===== config.mk =====
export PLATFORM = sky130hd
export DESIGN_NAME = d_cache_flat
export DESIGN_NICKNAME = d
export VERILOG_FILES = /design/src/rtl/d_cache_if.sv /design/src/rtl/d_cache.sv /design/src/flat_wrapper.sv
export SDC_FILE = /design/constraint.sdc
export NUM_CORES = 2
export LEC_CHECK = 0
export BUFFER_PORTS_ARGS = -buffer_cell sky130_fd_sc_hd__buf_2
export CELL_PAD_IN_SITES_DETAIL_PLACEMENT = 0
export CELL_PAD_IN_SITES_GLOBAL_PLACEMENT = 1
export CORE_ASPECT_RATIO = 1.1
export CORE_MARGIN = 2
export CORE_UTILIZATION = 55
export DETAILED_ROUTE_END_ITERATION = 10
export HOLD_SLACK_MARGIN = 0.08
export PLACE_DENSITY_LB_ADDON = 0.1
export SLEW_MARGIN = 20
export SYNTH_ARGS = -nofsm -noshare
export SYNTH_HDL_FRONTEND = slang
export SYNTH_SLANG_ARGS = --single-unit

===== constraint.sdc =====
create_clock -name clk -period 9.8 [get_ports clk]
set_input_delay 0.49 -clock clk [delete_from_list [all_inputs] [get_ports clk]]
set_output_delay 0.49 -clock clk [all_outputs]
set_load 0.02 [all_outputs]

===== src/rtl/d_cache_if.sv =====
// rtl/d_cache_if.sv - CPU request/response and data_ram bus bundle for d_cache
interface d_cache_if;
   logic        addr_valid;
   logic        addr_ready;
   logic [31:0] addr;
   logic        we;
   logic [31:0] wdata;
   logic [31:0] rdata;
   logic        data_valid;
   logic        data_ready;
   logic [15:0] mem_addr;
   logic        mem_we;
   logic [31:0] mem_wdata;
   logic [31:0] mem_rdata;

   // master: the CPU plus data_ram environment; slave: the cache itself
   modport master (
      output addr_valid, addr, we, wdata, data_ready, mem_rdata,
      input  addr_ready, rdata, data_valid, mem_addr, mem_we, mem_wdata
   );
   modport slave (
      input  addr_valid, addr, we, wdata, data_ready, mem_rdata,
      output addr_ready, rdata, data_valid, mem_addr, mem_we, mem_wdata
   );
endinterface


===== src/rtl/d_cache.sv =====
// rtl/d_cache.sv - direct-mapped write-through no-write-allocate data cache
// Optional hit/miss counters enabled by macro DCACHE_STATS_EN.
module d_cache #(
   parameter int INDEX_WIDTH  = 4,
   parameter int OFFSET_WIDTH = 2
) (
   input  logic        clk,
   input  logic        resetn,
   d_cache_if.slave    bus
`ifdef DCACHE_STATS_EN
   ,
   output logic [31:0] hit_cnt,
   output logic [31:0] miss_cnt
`endif
);
   localparam int LINES = 1 << INDEX_WIDTH;
   localparam int WORDS = 1 << OFFSET_WIDTH;
   localparam int TAG_W = 16 - INDEX_WIDTH - OFFSET_WIDTH;

   typedef enum logic [2:0] {S_IDLE, S_LOOKUP, S_REFILL, S_WRITE, S_RESP} state_t;

   state_t                  r_state, w_next;
   logic [15:0]             r_waddr;
   logic                    r_we;
   logic [31:0]             r_wdata;
   logic [31:0]             r_rdata;
   logic [OFFSET_WIDTH-1:0] r_cnt;
   logic [LINES-1:0]        r_valid;
   logic [TAG_W-1:0]        r_tag  [LINES];
   logic [31:0]             r_line [LINES][WORDS];

   logic [OFFSET_WIDTH-1:0] w_off;
   logic [INDEX_WIDTH-1:0]  w_idx;
   logic [TAG_W-1:0]        w_tag;
   logic                    w_hit;
   logic                    w_last;
   logic                    w_unused_addr;

   assign w_off  = r_waddr[OFFSET_WIDTH-1:0];
   assign w_idx  = r_waddr[OFFSET_WIDTH+INDEX_WIDTH-1:OFFSET_WIDTH];
   assign w_tag  = r_waddr[15:OFFSET_WIDTH+INDEX_WIDTH];
   assign w_hit  = r_valid[w_idx] && (r_tag[w_idx] == w_tag);
   assign w_last = (r_cnt == OFFSET_WIDTH'(WORDS - 1));
   assign w_unused_addr = &{1'b0, bus.addr[31:18], bus.addr[1:0]};

   always_ff @(posedge clk or negedge resetn) begin
      if (!resetn) begin
         r_state <= S_IDLE;
      end else begin
         r_state <= w_next;
      end
   end

   always_comb begin
      w_next         = r_state;
      bus.addr_ready = 1'b0;
      bus.data_valid = 1'b0;
      bus.rdata      = r_rdata;
      bus.mem_we     = 1'b0;
      bus.mem_addr   = '0;
      bus.mem_wdata  = '0;
      case (r_state)
         S_IDLE: begin
            bus.addr_ready = 1'b1;
            if (bus.addr_valid) w_next = S_LOOKUP;
         end
         S_LOOKUP: begin
            if (r_we)       w_next = S_WRITE;
            else if (w_hit) w_next = S_RESP;
            else            w_next = S_REFILL;
         end
         S_REFILL: begin
            bus.mem_addr = {w_tag, w_idx, r_cnt};
            if (w_last) w_next = S_RESP;
         end
         S_WRITE: begin
            bus.mem_we    = 1'b1;
            bus.mem_addr  = r_waddr;
            bus.mem_wdata = r_wdata;
            w_next        = S_RESP;
         end
         S_RESP: begin
            bus.data_valid = 1'b1;
            if (bus.data_ready) w_next = S_IDLE;
         end
         default: w_next = S_IDLE;
      endcase
   end

   always_ff @(posedge clk or negedge resetn) begin
      if (!resetn) begin
         r_waddr <= '0;
         r_we    <= 1'b0;
         r_wdata <= '0;
         r_rdata <= '0;
         r_cnt   <= '0;
         r_valid <= '0;
      end else begin
         case (r_state)
            S_IDLE: begin
               if (bus.addr_valid) begin
                  r_waddr <= bus.addr[17:2];
                  r_we    <= bus.we;
                  r_wdata <= bus.wdata;
               end
            end
            S_LOOKUP: begin
               if (!r_we) begin
                  if (w_hit) begin
                     r_rdata <= r_line[w_idx][w_off];
                  end else begin
                     // the line is being overwritten, so it stays invalid until fully refilled
                     r_cnt          <= '0;
                     r_valid[w_idx] <= 1'b0;
                  end
               end
            end
            S_REFILL: begin
               r_cnt <= r_cnt + 1'b1;
               if (r_cnt == w_off) r_rdata <= bus.mem_rdata;
               if (w_last) r_valid[w_idx] <= 1'b1;
            end
            S_WRITE: r_rdata <= '0;
            default: ;
         endcase
      end
   end

   // line storage carries no reset; validity alone decides whether it is usable
   always_ff @(posedge clk) begin
      if (r_state == S_REFILL) begin
         r_line[w_idx][r_cnt] <= bus.mem_rdata;
         if (w_last) r_tag[w_idx] <= w_tag;
      end
      if (r_state == S_WRITE && w_hit) begin
         r_line[w_idx][w_off] <= r_wdata;
      end
   end

`ifdef DCACHE_STATS_EN
   always_ff @(posedge clk or negedge resetn) begin
      if (!resetn) begin
         hit_cnt  <= '0;
         miss_cnt <= '0;
      end else if (r_state == S_LOOKUP) begin
         if (w_hit) hit_cnt  <= hit_cnt + 32'd1;
         else       miss_cnt <= miss_cnt + 32'd1;
      end
   end
`endif
endmodule


===== src/flat_wrapper.sv =====
// flat-port wrapper written by rule: the top's interface ports become plain ports
module d_cache_flat 
#(
   parameter int INDEX_WIDTH  = 4,
   parameter int OFFSET_WIDTH = 2
)
  (clk, resetn, bus_addr_valid, bus_addr, bus_we, bus_wdata, bus_data_ready, bus_mem_rdata, bus_addr_ready, bus_rdata, bus_data_valid, bus_mem_addr, bus_mem_we, bus_mem_wdata);
  d_cache_if bus_i ();
  input  logic clk;
  input  logic resetn;
  input wire logic [$bits(bus_i.addr_valid)-1:0] bus_addr_valid;
  input wire logic [$bits(bus_i.addr)-1:0] bus_addr;
  input wire logic [$bits(bus_i.we)-1:0] bus_we;
  input wire logic [$bits(bus_i.wdata)-1:0] bus_wdata;
  input wire logic [$bits(bus_i.data_ready)-1:0] bus_data_ready;
  input wire logic [$bits(bus_i.mem_rdata)-1:0] bus_mem_rdata;
  output wire logic [$bits(bus_i.addr_ready)-1:0] bus_addr_ready;
  output wire logic [$bits(bus_i.rdata)-1:0] bus_rdata;
  output wire logic [$bits(bus_i.data_valid)-1:0] bus_data_valid;
  output wire logic [$bits(bus_i.mem_addr)-1:0] bus_mem_addr;
  output wire logic [$bits(bus_i.mem_we)-1:0] bus_mem_we;
  output wire logic [$bits(bus_i.mem_wdata)-1:0] bus_mem_wdata;
  assign bus_i.addr_valid = bus_addr_valid;
  assign bus_i.addr = bus_addr;
  assign bus_i.we = bus_we;
  assign bus_i.wdata = bus_wdata;
  assign bus_i.data_ready = bus_data_ready;
  assign bus_i.mem_rdata = bus_mem_rdata;
  assign bus_addr_ready = bus_i.addr_ready;
  assign bus_rdata = bus_i.rdata;
  assign bus_data_valid = bus_i.data_valid;
  assign bus_mem_addr = bus_i.mem_addr;
  assign bus_mem_we = bus_i.mem_we;
  assign bus_mem_wdata = bus_i.mem_wdata;
  d_cache #(.INDEX_WIDTH(INDEX_WIDTH), .OFFSET_WIDTH(OFFSET_WIDTH)) u_core (.clk(clk), .resetn(resetn), .bus(bus_i));
endmodule

# [Word-level counts from Yosys, hierarchy flattened]
# Memories as Yosys holds them, arrays and structs flattened.
# Cells that the tools add are included.
[totals] out_inout_bits=83 ram_bits=2208 ff_bits=102 memories=2
[classes] reduce_logical=13 bitwise=133 eq_ne=14 mux=168 order_cmp=6 addsub=1
[memory_table] memory="u_core.r_line" depth=16 width=128 rd=1 rd_clocked_by_memory_dff=0 wr=1 line_no="d_cache.sv:30" text="logic [31:0] r_line [LINES][WORDS];"
[memory_table] memory="u_core.r_tag" depth=16 width=10 rd=1 rd_clocked_by_memory_dff=0 wr=1 line_no="d_cache.sv:29" text="logic [TAG_W-1:0] r_tag [LINES];"
[op_table] op="two-way mux 128 bit" count=2
[op_table] op="two-way mux 32 bit" count=8
[op_table] op="two-way mux 1 bit" count=138
[op_table] op="demux 32 bit (select 2 bit)" count=2
[op_table] op="OR 1 bit" count=128
[op_table] op="case mux 32 bit (3 select lines)" count=1
[op_table] op="binary-select mux 32 bit (select 2 bit)" count=1
[op_table] op="case mux 16 bit (2 select lines)" count=2
[op_table] op="two-way mux 16 bit" count=3
[op_table] op="bitwise AND 16 bit" count=1
[op_table] op="NOT 16 bit" count=1
[op_table] op="OR 16 bit" count=1
[op_table] op="two-way mux 3 bit" count=5
[op_table] op="case mux 3 bit (5 select lines)" count=1
[op_table] op="equality test 10 bit" count=1
[op_table] op="!= test 2 bit, second input constant" count=4
[op_table] op="AND reduction 4 bit" count=2
[op_table] op="equality test 3 x 2 -> 1 bit, second input constant" count=2
[op_table] op=">= comparator 3 bit, second input constant" count=2
[op_table] op="less-than comparator 3 x 1 -> 1 bit, second input constant" count=2
[op_table] op="!= test 2 x 1 -> 1 bit, second input constant" count=3
[op_table] op="NOT 2 -> 3 bit" count=2
[op_table] op="AND reduction 3 bit" count=2
[op_table] op="logical AND 1 bit" count=5
[op_table] op="15 further kinds" count=16

# [Depth between registers and ports, before layout]
[depth] ltp_word=9 mapped_depth=15 mapped_depth_nobuf=8

# [Worst setup path after synthesis]
# Ideal clock, no wire load.
[synth_path] kind="register to register" startpoint="register u_core.r_waddr[5]" endpoint="memory u_core.r_line[11][0] (netlist name) (enable)" t_required_ns=9.379 setup_ns=0.421 path_stages_with_launch=13 path_slack_ns=5.467 n_path_buf=4 arrival_time_ns=3.912 cell_sequence="dfrtp_1 -> buf_6 -> buf_2 -> mux4_2 -> mux2i_1 -> xnor2_1 -> a2111oi_2 -> a22o_2 -> o2111ai_2 -> and2_1 -> buf_2 -> buf_2 -> nor2_1"
[synth_via] elab_chain_cells=7 elab_cells_between_ends=9
[synth_rtl] element="start, declared" line_no="d_cache.sv:23" text="logic [15:0] r_waddr;"
[synth_rtl] element="start signal, assigned" line_no="d_cache.sv:102" text="r_waddr <= bus.addr[17:2];"
[synth_rtl] element="memory read (16 x 10 bit) or binary-select mux 1 bit (select 4 bit) (tied branches)"
[synth_rtl] element="equality test 10 bit or two-way mux 1 bit (tied branches)" line_no="d_cache.sv:42" text="assign w_hit = r_valid[w_idx] && (r_tag[w_idx] == w_tag);"
[synth_rtl] element="logical AND 1 bit" line_no="d_cache.sv:42"
[synth_rtl] element="logical AND 1 bit" line_no="d_cache.sv:135" text="if (r_state == S_WRITE && w_hit) begin"
[synth_rtl] element="two-way mux 1 bit" line_no="d_cache.sv:135"
[synth_rtl] element="two-way mux 128 bit (not written as such)" line_no="d_cache.sv:136" text="r_line[w_idx][w_off] <= r_wdata;"
[synth_rtl] element="OR 1 bit (no source line)"
[synth_rtl] element="end, declared" line_no="d_cache.sv:30"
# Parallel ways exist; a longest one is shown, timed or not. The select of a mux whose other input is x is not followed.

# [Worst setup path in the final report]
[layout_path] startpoint="register u_core.r_waddr[3]" endpoint="register u_core.r_rdata[7], in the netlist u_core.bus.rdata[7]"
[layout_via] elab_chain_cells=7 elab_cells_between_ends=14
[layout_rtl] element="memory read (16 x 128 bit)"
[layout_rtl] element="binary-select mux 32 bit (select 2 bit)" line_no="d_cache.sv:110" text="r_rdata <= r_line[w_idx][w_off];"
[layout_rtl] element="two-way mux 32 bit (not written as such) (2 in series)" line_no="d_cache.sv:110"
[layout_rtl] element="two-way mux 32 bit" line_no="d_cache.sv:109" text="if (w_hit) begin"
[layout_rtl] element="two-way mux 32 bit" line_no="d_cache.sv:108" text="if (!r_we) begin"
[layout_rtl] element="case mux 32 bit (3 select lines)" line_no="d_cache.sv:99" text="case (r_state)"
[layout_rtl] element="end signal, assigned" line_no="d_cache.sv:110"
[layout_rtl] element="end signal, assigned" line_no="d_cache.sv:120" text="if (r_cnt == w_off) r_rdata <= bus.mem_rdata;"
[layout_rtl] element="end, declared" line_no="d_cache.sv:26" text="logic [31:0] r_rdata;"
# Parallel ways exist; a longest one is shown, timed or not. The select of a mux whose other input is x is not followed.
# A chain may end at the register's enable or synchronous reset.

==> results.json <==
{
  "grt_pass1_wl_um": 342800,
  "synth.ff_latch_count": 2310,
  "grt_max_degree": 104,
  "power-per-cell-area_nw_per_um2": 277.9,
  "setup.worst_path.end_class": "register",
  "met1_usage_pct": 41.20,
  "syn_inst": 4341,
  "grt_util_met2_pct": 47.42,
  "fill_cells": 11510,
  "fmax_mhz": 167.6,
  "netlist.area_leader.share_pct": 72.59,
  "placed_cell_area_um2": 95430,
  "root_buffer": "clkbuf_16",
  "routed_wl_um": 246900,
  "crit_path_max_fanout": 60,
  "syn-cell-area_um2": 91350,
  "tns_ns": 0,
  "wire_per_inst_um": 34.94,
  "core_um2": 164700,
  "use_met3_pct": 6.233,
  "synthToLayoutAreaGrowth_pct": 12.70,
  "maxCapViolCount": 0,
  "fin_crit_ns": 5.966,
  "crit_start": "u_core.r_waddr[3]",
  "cts_buffers": 222,
  "clk_path_buf_depth": 3,
  "row_count": 156,
  "setup_viol": 0,
  "initial_core_util_pct": 55.45,
  "place.gp.congestion": 0.7575,
  "clk_pin_slew_ns": 0.06,
  "vias": 45970,
  "outcome": "finished clean",
  "syn_nets": 4446,
  "start_kind": "register",
  "max_slew.worst_pin.slew_ns": 1.144,
  "final_nets": 4765,
  "io_pins": 184,
  "slew_violations": 0,
  "clock_latency_ns": 0.87,
  "antenna_found_initial": 23,
  "finalCritPeriodShare_pct": 60.88,
  "worstHoldPathType": "input port to register",
  "yosys-top-cells-area": "edfxtp_1, mux4_2, dfrtp_1, mux2i_1, mux2_2",
  "grt-busiest-layer": "met2",
  "design_area_um2": 102900,
  "die_h_um": 431.4,
  "yosysWarnings": 0,
  "ir_drop_mv": 0.2912,
  "die_area_um2": 169400,
  "dieWidth_um": 392.6,
  "r2r_setup_slack_ns": 3.83,
  "endpoint": "u_core.bus.rdata[7]",
  "drc_errors": 0,
  "cts_tree": "yes",
  "drtIter0Drc": 5505,
  "synth-edff-count": 2208,
  "via_per_inst": 6.506,
  "required_ns": 10.54,
  "hold_viol": 0,
  "synth_cell_types": 61,
  "worstReg2RegEnd": "u_core.bus.rdata[7]",
  "finalClockSkew_ns": 0.03194,
  "cp_data_arrival_time_ns": 6.71,
  "grt_pass1_vias": 45920,
  "synthArstFlopShare_pct": 4.416,
  "seq_area_frac_synth_pct": 75.38,
  "grt-ovfl-total": 0,
  "reg2regPathDepth": 10,
  "htree_levels": 4,
  "clock-sinks": 2310,
  "relSlewSlack_pct": 23.53,
  "layout-drive-gt1-share_pct": 29.70,
  "dr.pass1.iters": 5,
  "grt_util_all_layers_pct": 29.47,
  "r2r-start": "u_core.r_waddr[3]",
  "drtAntennaViolNets": 0,
  "synth_area_leader_cell": "edfxtp_1",
  "synth_ff_type": "edfxtp_1",
  "critPathKind": "register to register",
  "syn_area_per_cell_um2": 21.04,
  "rsz0062_at_grt": "no",
  "detailed_place_hpwl_um": 130300,
  "portBuffers": 167,
  "p_leak_nw": 33.57
}
[cells by family (layout without fill, tap and decap cells)]
logic type | Yosys count | count (layout) | synth area share, %
flops | 2310 | 2310 | 75.38
mux | 958 | 958 | 18.34
simple gates | 379 | 379 | 1.879
compound gates | 347 | 347 | 2.557
buf+inv | 324 | 835 | 1.603
xor+xnor | 19 | 19 | 0.1822
fa+ha+maj | 4 | 4 | 0.05479
other cells | 0 | 2 | 0
[cell usage after synthesis, types with 3 or more instances]
| cell | count |
|---|---|
| nand2b_1 | 5 |
| mux2_2 | 181 |
| dfrtp_1 | 102 |
| a221oi_1 | 4 |
| buf_1 | 34 |
| nand3b_1 | 3 |
| o2111ai_2 | 4 |
| o22ai_1 | 33 |
| a21oi_1 | 71 |
| and2_1 | 19 |
| a31oi_1 | 44 |
| nor2b_1 | 8 |
| o21ai_0 | 69 |
| edfxtp_1 | 2208 |
| xnor2_1 | 17 |
| inv_1 | 72 |
| a21boi_2 | 3 |
| nand2_1 | 116 |
| nand3_1 | 39 |
| mux4_2 | 531 |
| buf_6 | 9 |
| mux2_4 | 30 |
| a22o_1 | 36 |
| buf_4 | 8 |
| nor2_1 | 140 |
| a22oi_1 | 36 |
| ha_1 | 4 |
| and3_1 | 34 |
| buf_2 | 81 |
| clkbuf_1 | 115 |
| mux4_1 | 9 |
| a41oi_1 | 32 |
| mux2i_1 | 207 |
[cell usage in the layout (no fill, tap or decap), drive strengths merged, types with 4 or more instances in the layout]
cell type	instances
a22o	37
inv	82
and2	19
bufinv	15
and3	34
nor2	141
dlygate4sd3	52
a21oi	71
mux2	211
mux4	540
ha	4
a31oi	44
buf	295
nand2	116
nand3	39
a22oi	37
nand2b	5
clkinv	98
a41oi	32
xnor2	17
o22ai	33
nor2b	8
edfxtp	2208
clkinvlp	8
mux2i	207
o21ai	71
o2111ai	5
a221oi	4
dfrtp	102
clkbuf	285
[power by group]
group | leakage, nW | switching, W | internal [W] | total, W
Sequential | 21.1 | 0.000678 | 0.0113 | 0.0119
Clock | 3.39 | 0.00365 | 0.00462 | 0.00827
Combinational | 9.11 | 0.00486 | 0.00355 | 0.00841
Total | 33.6 | 0.00918 | 0.0194 | 0.0286
[registers in the layout, indices dropped and copies added (netlist names), named ones only]
signal,count
u_core.r_state,3
u_core.r_wdata,32
u_core.r_tag,160
u_core.r_we,1
u_core.r_waddr,16
u_core.r_line,2048
u_core.bus.rdata,32
u_core.r_cnt,2
[through the flow]
stage | power [W] | utilization (%) | setup WS (ns) | hold WS (ns) | cells
6_report | 0.02861 | 62.49 | 3.834 | 0.1528 | 7066
5_1_grt | 0.02959 | 62.49 | 3.762 | 0.1376 | 7064
4_1_cts | 0.02874 | 62.47 | 3.979 | 0.08303 | 7063
3_5_place_dp | 0.02054 | 57.93 | 3.993 | 0.4922 | 6595
3_3_place_gp | 0.02050 | 57.93 | 3.950 | 0.4921 | 6595
2_1_floorplan | 0.01756 | - | 5.467 | 0.1944 | 4341
[per-layer routing]
metal	vias to the layer above	share of wire, %	wire (µm)
met1	24690	39	95350
met3	421	9.3	23010
met4	6	2.9	7216
met5	-	0.019	46
met2	2224	49	121200
li1	18630	-	-
[critical path, cell delays in order (launching register included)]
cell and delay [ns]:
dfrtp_4 0.92, buf_4 0.84, buf_4 0.60, buf_4 0.69, mux4_2 0.42, mux4_2 0.48, inv_1 0.07, o22ai_1 0.08
a21oi_1 0.79, o21ai_0 0.41, mux2_4 0.37
[worst min path at each step]
stage                    startpoint                          to  slack [ns]  cells after the start
2_1_floorplan                resetn  asynchronous set/reset pin        0.19                      0
3_3_place_gp    u_core.bus.rdata[3]         u_core.bus.rdata[3]        0.49                      1
3_5_place_dp   u_core.bus.rdata[12]        u_core.bus.rdata[12]        0.49                      1
4_1_cts           bus_mem_rdata[16]        u_core.bus.rdata[16]        0.08                      4
5_1_grt           bus_mem_rdata[16]        u_core.bus.rdata[16]        0.14                      4
6_report          bus_mem_rdata[20]        u_core.bus.rdata[20]        0.15                      4
[repair_timing]
item                      CTS  global route
buffers inserted            0             0
hold endpoints to repair  106             0
hold buffers               52             0
gates resized for setup     0             0
[layout make-up]
cell class / count / area (µm²) / share of cell area (%)
inverters: 72 / 270.3 / 0.2625
multi-input cells: 1707 / 21640 / 21.02
well taps: 2212 / 2768 / 2.688
clock buffers: 285 / 5874 / 5.706
repair buffers: 347 / 2419 / 2.349
diodes: 2 / 5.005 / 0.004862
clock inverters: 131 / 1091 / 1.060
flip-flops and latches: 2310 / 68880 / 66.90
Power figures use the tool's default switching activity.
